<file path="src/rtl/uart_tx_fifo_if.sv">
// Byte-push and serial-status signals between control logic (master) and the
// UART transmitter (slave).
interface uart_tx_fifo_if #(
  parameter int FIFO_AW = 4
);
  logic               wr_valid;
  logic [7:0]         wr_data;
  logic               wr_ready;
  logic               uarttx;
  logic               busy;
  logic [FIFO_AW:0]   fifo_count;
  logic               overflow;

  modport master (
    output wr_valid, wr_data,
    input  wr_ready, uarttx, busy, fifo_count, overflow
  );

  modport slave (
    input  wr_valid, wr_data,
    output wr_ready, uarttx, busy, fifo_count, overflow
  );
endinterface

</file>
<file path="src/rtl/uart_tx_fifo.sv">
// 8N1 UART transmitter fed by a 2**FIFO_AW byte FIFO; back-to-back frames are
// sent with no idle gap while bytes remain queued.
module uart_tx_fifo #(
  parameter int CLK_DIV = 1250,
  parameter int FIFO_AW = 4
) (
  input  logic           hw_clk,
  input  logic           resetn,
  uart_tx_fifo_if.slave  bus
);
  localparam int DEPTH = 2 ** FIFO_AW;
  localparam int BW    = (CLK_DIV > 2) ? $clog2(CLK_DIV) : 1;
  localparam logic [BW-1:0]    BAUD_LAST = BW'(CLK_DIV - 1);
  localparam logic [FIFO_AW:0] FULL_CNT  = (FIFO_AW + 1)'(DEPTH);

  typedef enum logic [1:0] {IDLE, START, DATA, STOP} state_e;

  state_e               state_q;
  logic [BW-1:0]        baud_q;
  logic [2:0]           bit_idx_q;
  logic [7:0]           shift_q;
  logic                 tx_q;
  logic                 busy_q;
  logic                 ovf_q;
  logic [FIFO_AW-1:0]   wr_ptr_q;
  logic [FIFO_AW-1:0]   rd_ptr_q;
  logic [FIFO_AW:0]     count_q;
  logic [FIFO_AW:0]     count_d;
  logic [7:0]           mem_q [DEPTH];

  logic wr_ready;
  logic push;
  logic pop;
  logic not_empty;
  logic bit_end;

  assign wr_ready  = (count_q != FULL_CNT);
  assign push      = bus.wr_valid & wr_ready;
  assign not_empty = (count_q != '0);
  assign bit_end   = (baud_q == BAUD_LAST);
  // Pops only from the registered count, so a byte is never sent on its push edge.
  assign pop       = not_empty & ((state_q == IDLE) | ((state_q == STOP) & bit_end));

  always_comb begin
    count_d = count_q;
    case ({push, pop})
      2'b10:   count_d = count_q + 1'b1;
      2'b01:   count_d = count_q - 1'b1;
      default: count_d = count_q;
    endcase
  end

  always_ff @(posedge hw_clk) begin
    if (push) mem_q[wr_ptr_q] <= bus.wr_data;
  end

  always_ff @(posedge hw_clk or negedge resetn) begin
    if (!resetn) begin
      wr_ptr_q <= '0;
      rd_ptr_q <= '0;
      count_q  <= '0;
      ovf_q    <= 1'b0;
    end else begin
      if (push) wr_ptr_q <= wr_ptr_q + 1'b1;
      if (pop)  rd_ptr_q <= rd_ptr_q + 1'b1;
      count_q <= count_d;
      if (bus.wr_valid && !wr_ready) ovf_q <= 1'b1;
    end
  end

  always_ff @(posedge hw_clk or negedge resetn) begin
    if (!resetn) begin
      state_q   <= IDLE;
      baud_q    <= '0;
      bit_idx_q <= '0;
      shift_q   <= '0;
      tx_q      <= 1'b1;
      busy_q    <= 1'b0;
    end else begin
      baud_q <= ((state_q == IDLE) || bit_end) ? '0 : baud_q + 1'b1;
      case (state_q)
        IDLE: begin
          if (pop) begin
            shift_q <= mem_q[rd_ptr_q];
            tx_q    <= 1'b0;
            busy_q  <= 1'b1;
            state_q <= START;
          end
        end
        START: begin
          if (bit_end) begin
            tx_q      <= shift_q[0];
            bit_idx_q <= '0;
            state_q   <= DATA;
          end
        end
        DATA: begin
          if (bit_end) begin
            if (bit_idx_q == 3'd7) begin
              tx_q    <= 1'b1;
              state_q <= STOP;
            end else begin
              bit_idx_q <= bit_idx_q + 3'd1;
              tx_q      <= shift_q[bit_idx_q + 3'd1];
            end
          end
        end
        STOP: begin
          // Chain straight into the next start bit when another byte is waiting.
          if (bit_end) begin
            if (pop) begin
              shift_q <= mem_q[rd_ptr_q];
              tx_q    <= 1'b0;
              state_q <= START;
            end else begin
              busy_q  <= 1'b0;
              state_q <= IDLE;
            end
          end
        end
        default: state_q <= IDLE;
      endcase
    end
  end

  assign bus.wr_ready   = wr_ready;
  assign bus.uarttx     = tx_q;
  assign bus.busy       = busy_q;
  assign bus.fifo_count = count_q;
  assign bus.overflow   = ovf_q;
endmodule

</file>
<file path="src/flat_wrapper.sv">
// flat-port wrapper written by rule: the top's interface ports become plain ports
module uart_tx_fifo_flat 
#(
  parameter int CLK_DIV = 1250,
  parameter int FIFO_AW = 4
)
  (hw_clk, resetn, bus_wr_valid, bus_wr_data, bus_wr_ready, bus_uarttx, bus_busy, bus_fifo_count, bus_overflow);
  uart_tx_fifo_if #(.FIFO_AW(FIFO_AW)) bus_i ();
  input  logic hw_clk;
  input  logic resetn;
  input wire logic [$bits(bus_i.wr_valid)-1:0] bus_wr_valid;
  input wire logic [$bits(bus_i.wr_data)-1:0] bus_wr_data;
  output wire logic [$bits(bus_i.wr_ready)-1:0] bus_wr_ready;
  output wire logic [$bits(bus_i.uarttx)-1:0] bus_uarttx;
  output wire logic [$bits(bus_i.busy)-1:0] bus_busy;
  output wire logic [$bits(bus_i.fifo_count)-1:0] bus_fifo_count;
  output wire logic [$bits(bus_i.overflow)-1:0] bus_overflow;
  assign bus_i.wr_valid = bus_wr_valid;
  assign bus_i.wr_data = bus_wr_data;
  assign bus_wr_ready = bus_i.wr_ready;
  assign bus_uarttx = bus_i.uarttx;
  assign bus_busy = bus_i.busy;
  assign bus_fifo_count = bus_i.fifo_count;
  assign bus_overflow = bus_i.overflow;
  uart_tx_fifo #(.CLK_DIV(CLK_DIV), .FIFO_AW(FIFO_AW)) u_core (.hw_clk(hw_clk), .resetn(resetn), .bus(bus_i));
endmodule
</file>
<file path="config.mk">
export PLATFORM = sky130hd
export DESIGN_NAME = uart_tx_fifo_flat
export DESIGN_NICKNAME = d
export VERILOG_FILES = /design/src/rtl/uart_tx_fifo_if.sv /design/src/rtl/uart_tx_fifo.sv /design/src/flat_wrapper.sv
export SDC_FILE = /design/constraint.sdc
export NUM_CORES = 1
export LEC_CHECK = 0
export ABC_AREA = 1
export CAP_MARGIN = 0
export CORE_MARGIN = 2
export CORE_UTILIZATION = 60
export CTS_CLUSTER_DIAMETER = 120
export DETAILED_ROUTE_END_ITERATION = 7
export PLACE_DENSITY = 0.76
export SLEW_MARGIN = 15
export SYNTH_ARGS = -nofsm -noshare
export SYNTH_HDL_FRONTEND = slang
export SYNTH_SLANG_ARGS = --single-unit
</file>
<file path="constraint.sdc">
create_clock -name hw_clk -period 2.7 [get_ports hw_clk]
set_input_delay 0.405 -clock hw_clk [delete_from_list [all_inputs] [get_ports hw_clk]]
set_output_delay 0.405 -clock hw_clk [all_outputs]
set_load 0.1 [all_outputs]
</file>
==> metrics.txt <==
status=finished, final reports clean; Buf+Inv Stages, Crit Path=6; pin slew with the least headroom to its limit=0.879 ns; clk slew on worst S/H paths=0.06 ns; RePlAce Congestion=0.872; XOR/XNOR Fraction of Synth Area=1.65%; nature of the critical path startpoint=register; Post-Syn Instances=between 700 and 800; number of antenna violations at the first check in global routing=0; final HPWL from detailed placement=10300 um; Routed Antenna Nets=0; via total after detailed routing=5200; final net count=between 700 and 800; achievable clock frequency=0.405 GHz; number of synthesized flops with an enable pin=~130; total gr overflow=0; Max stage delay on crit path=0.43 ns; fraction of registers with async set/reset=23.8%; Horiz. Die Dim=between 100 and 150 um; fraction of final layout cells sized beyond drive strength 1=12.5%; source-to-sink clock delay at the later pin of the worst-skew pair=about 0.43 ns; Max stage delay cell, worst path=sky130_fd_sc_hd__dfrtp_1; ANT cells=0; sequential fraction of the synthesis area=roughly two thirds; number of buffers created by CTS=17; synthesis-stage register bit count=168; GRT Util Overall=26.1%; chip height=around 120 um; final setup vio count=0; buffer levels on the longest clock path=2; vias in the first global route=5021; synthesized netlist net count=736; area fraction in compound gates after synthesis=~5.6%; synthesis-to-finish area growth=14.8%; cell class contributing the biggest share of worst-path delay=adder cells; required time of the critical path=3.06 ns; Worst Slack Setup Final=~0.23 ns; Row Count=40; type of the worst setup path=reg -> reg; core region area=12100 um2; number of input and output port buffers inserted=19; setup slack after placement=0.172 ns; share of the core filled with cells=between 70 and 80%; vias per inst=about 5.6; most common flop cell mapped by yosys=sky130_fd_sc_hd__edfxtp_1; synthesized-area fraction occupied by adder cells=3.02%; peak supply drop=0.000579 V; Top cell by count, worst path=sky130_fd_sc_hd__nand2_1; fin crit period=2.47 ns; number of max-cap violations=0; worst hold slack across all endpoints=0.0980 ns; PD cells=1100 nW/um2; final routed wire length divided by cell count=17.5 um; sequence of cells on the critical path=inv_1 -> ha_1 -> inv_2 -> nand2_1 -> nand2_1 -> inv_1 -> nand2_4 -> clkinv_4 -> ha_4 -> ha_1 -> inv_1 -> o21bai_1 -> inv_1 -> nand2_1 -> xor2_1 -> nand2_1 -> nand2_1; remaining routing DRC violations=0; Placed Cells=slightly below 900; post-synth design cell area=7450 um2; final hold vios=0; count of cell types in the netlist=33; cell at the root of the clock tree=sky130_fd_sc_hd__clkbuf_16; I/O Pins=20; multiplexer area fraction after synthesis=0%; wire length of the first global-routing pass=about 26000 um; final non-filler cell total=928; share of synthesized cell area in and, or, nand and nor gates=20.5%; Initial Utilization=61.7%; maximum number of pins on one net before global-route repair=71; data arrival time at the worst-slack endpoint=2.83 ns; maximum level of the CTS H-tree=4; Setup Total Neg Slack=0 ns; Final Max Slew Viols=0; count of synthesis-stage warnings from yosys=0; total die area=13300 um2; post-route fraction of the period consumed by the critical path=91.4%; Static Leakage=3.48 nW; Max transition margin=41.4%; Syn Area/Cell=10.5 um2; Clock Skews=0.0107 ns; clock sinks=168; CTS tree=yes; routed wire length=16200 um; Hold WC Path Type=in -> async; starting DRC count in detailed routing=roughly 560; number of iterations in the first detailed-routing pass=5; largest driver fanout on the critical path=10; combinational family with the most area after synthesis=simple AND/OR/NAND/NOR gates; kind of end point of the critical path=register
synth_stat cells, types with 2 or more instances:
cell | count | area, um2
sky130_fd_sc_hd__buf_4 | 5 | 37.5
sky130_fd_sc_hd__nand3_1 | 61 | 305
sky130_fd_sc_hd__inv_2 | 5 | 18.8
sky130_fd_sc_hd__inv_1 | 43 | 161
sky130_fd_sc_hd__clkbuf_1 | 3 | 11.3
sky130_fd_sc_hd__o21ai_0 | 34 | 170
sky130_fd_sc_hd__xnor2_1 | 3 | 26.3
sky130_fd_sc_hd__o21ai_1 | 3 | 15.0
sky130_fd_sc_hd__o211ai_1 | 14 | 105
sky130_fd_sc_hd__buf_2 | 14 | 70.1
sky130_fd_sc_hd__nor2_4 | 3 | 33.8
sky130_fd_sc_hd__nor2_1 | 85 | 319
sky130_fd_sc_hd__nand2_4 | 3 | 33.8
sky130_fd_sc_hd__dfrtp_1 | 39 | 976
sky130_fd_sc_hd__o31ai_1 | 2 | 15.0
sky130_fd_sc_hd__nand2_1 | 195 | 732
sky130_fd_sc_hd__nor3b_1 | 2 | 15.0
sky130_fd_sc_hd__edfxtp_1 | 128 | 3840
sky130_fd_sc_hd__nor3_1 | 6 | 30.0
sky130_fd_sc_hd__a21oi_1 | 16 | 80.1
sky130_fd_sc_hd__nand2_2 | 4 | 25.0
sky130_fd_sc_hd__ha_1 | 18 | 225
sky130_fd_sc_hd__xor2_1 | 11 | 96.3
layout by cell type (no fill, tap or decap), drive strengths merged, types with 5 or more instances in the layout:
| master | netlist | routed |
|---|---|---|
| a21oi | 17 | 17 |
| buf | 20 | 35 |
| clkbuf | 3 | 24 |
| clkdlybuf4s50 | 0 | 9 |
| clkinv | 1 | 5 |
| dfrtp | 39 | 39 |
| edfxtp | 128 | 128 |
| ha | 18 | 18 |
| inv | 48 | 49 |
| nand2 | 202 | 202 |
| nand3 | 62 | 62 |
| nor2 | 89 | 89 |
| nor3 | 6 | 6 |
| o211ai | 14 | 14 |
| o21ai | 37 | 37 |
| xor2 | 11 | 11 |
flip-flops by register name, summed over array words and instances, names as in the netlist:
register	cells
u_core.mem_q	128
u_core.baud_q	11
u_core.shift_q	8
u_core.bus.fifo_count	5
u_core.rd_ptr_q	4
u_core.wr_ptr_q	4
u_core.bit_idx_q	3
u_core.state_q	2
u_core.bus.busy	1
u_core.bus.overflow	1
u_core.bus.uarttx	1
power breakdown:
| part | leakage, nW | switching (mW) | total (mW) | internal, mW |
|---|---|---|---|---|
| clock network | 0.287 | 0.969 | 2.38 | 1.41 |
| registers | 1.66 | 0.261 | 3.48 | 3.22 |
| logic | 1.54 | 2.50 | 3.56 | 1.06 |
metrics by stage:
step	power, mW	instance area (um2)
after floorplan	6.05	7490
after global placement	6.81	7890
after detailed placement	6.93	7890
after CTS	9.30	8480
after global routing	9.97	8550
final	9.41	8550
per-layer routing:
metal  vias up  routed length [um]  global-route usage (%)
li1       2457                   -                       -
met1      2518                6760                    35.3
met2       202                8030                    42.0
met3        23                1200                    5.90
met4         0                 220                    9.24
met5         -                   0                       0
final cells by class:
cell class	instances	area (um2)
fillers	819	3520
well taps	168	210
inverters	49	193
flip-flops and latches	168	4870
repair buffers	44	363
clock buffers	24	503
multi-input cells	467	2320
clock inverters	8	86.3
what timing repair did:
action	CTS	global route
setup buffers	0	5
resized for setup	0	3
endpoints found under the setup margin	0	1
hold buffers	0	0
cells by family after synthesis:
family                   count (synthesis)
AO/OA/AOI/OAI                           73
buffers and inverters                   72
adder cells (fa/ha/maj)                 18
AND/OR/NAND/NOR                        362
XOR/XNOR                                14
flip-flops                             168
worst paths after layout:
| path | start | endpoint | slack, ns | cells past startpoint |
|---|---|---|---|---|
| worst max-delay path | u_core.state_q[0] | u_core.bus.fifo_count[4] | 0.23 | 17 |
| worst min-delay path | resetn | u_core.bus.fifo_count[4] | 0.1 | 1 |
| worst max register to register | u_core.state_q[0] | u_core.bus.fifo_count[4] | 0.23 | 17 |
| worst min register to register | u_core.bus.overflow | u_core.bus.overflow | 0.46 | 1 |
| max in group asynchronous | resetn | u_core.bus.fifo_count[0] | 1.96 | 1 |
| min in group hw_clk | u_core.bus.overflow | u_core.bus.overflow | 0.46 | 1 |
Note: power is estimated with default switching activity, not from simulation.
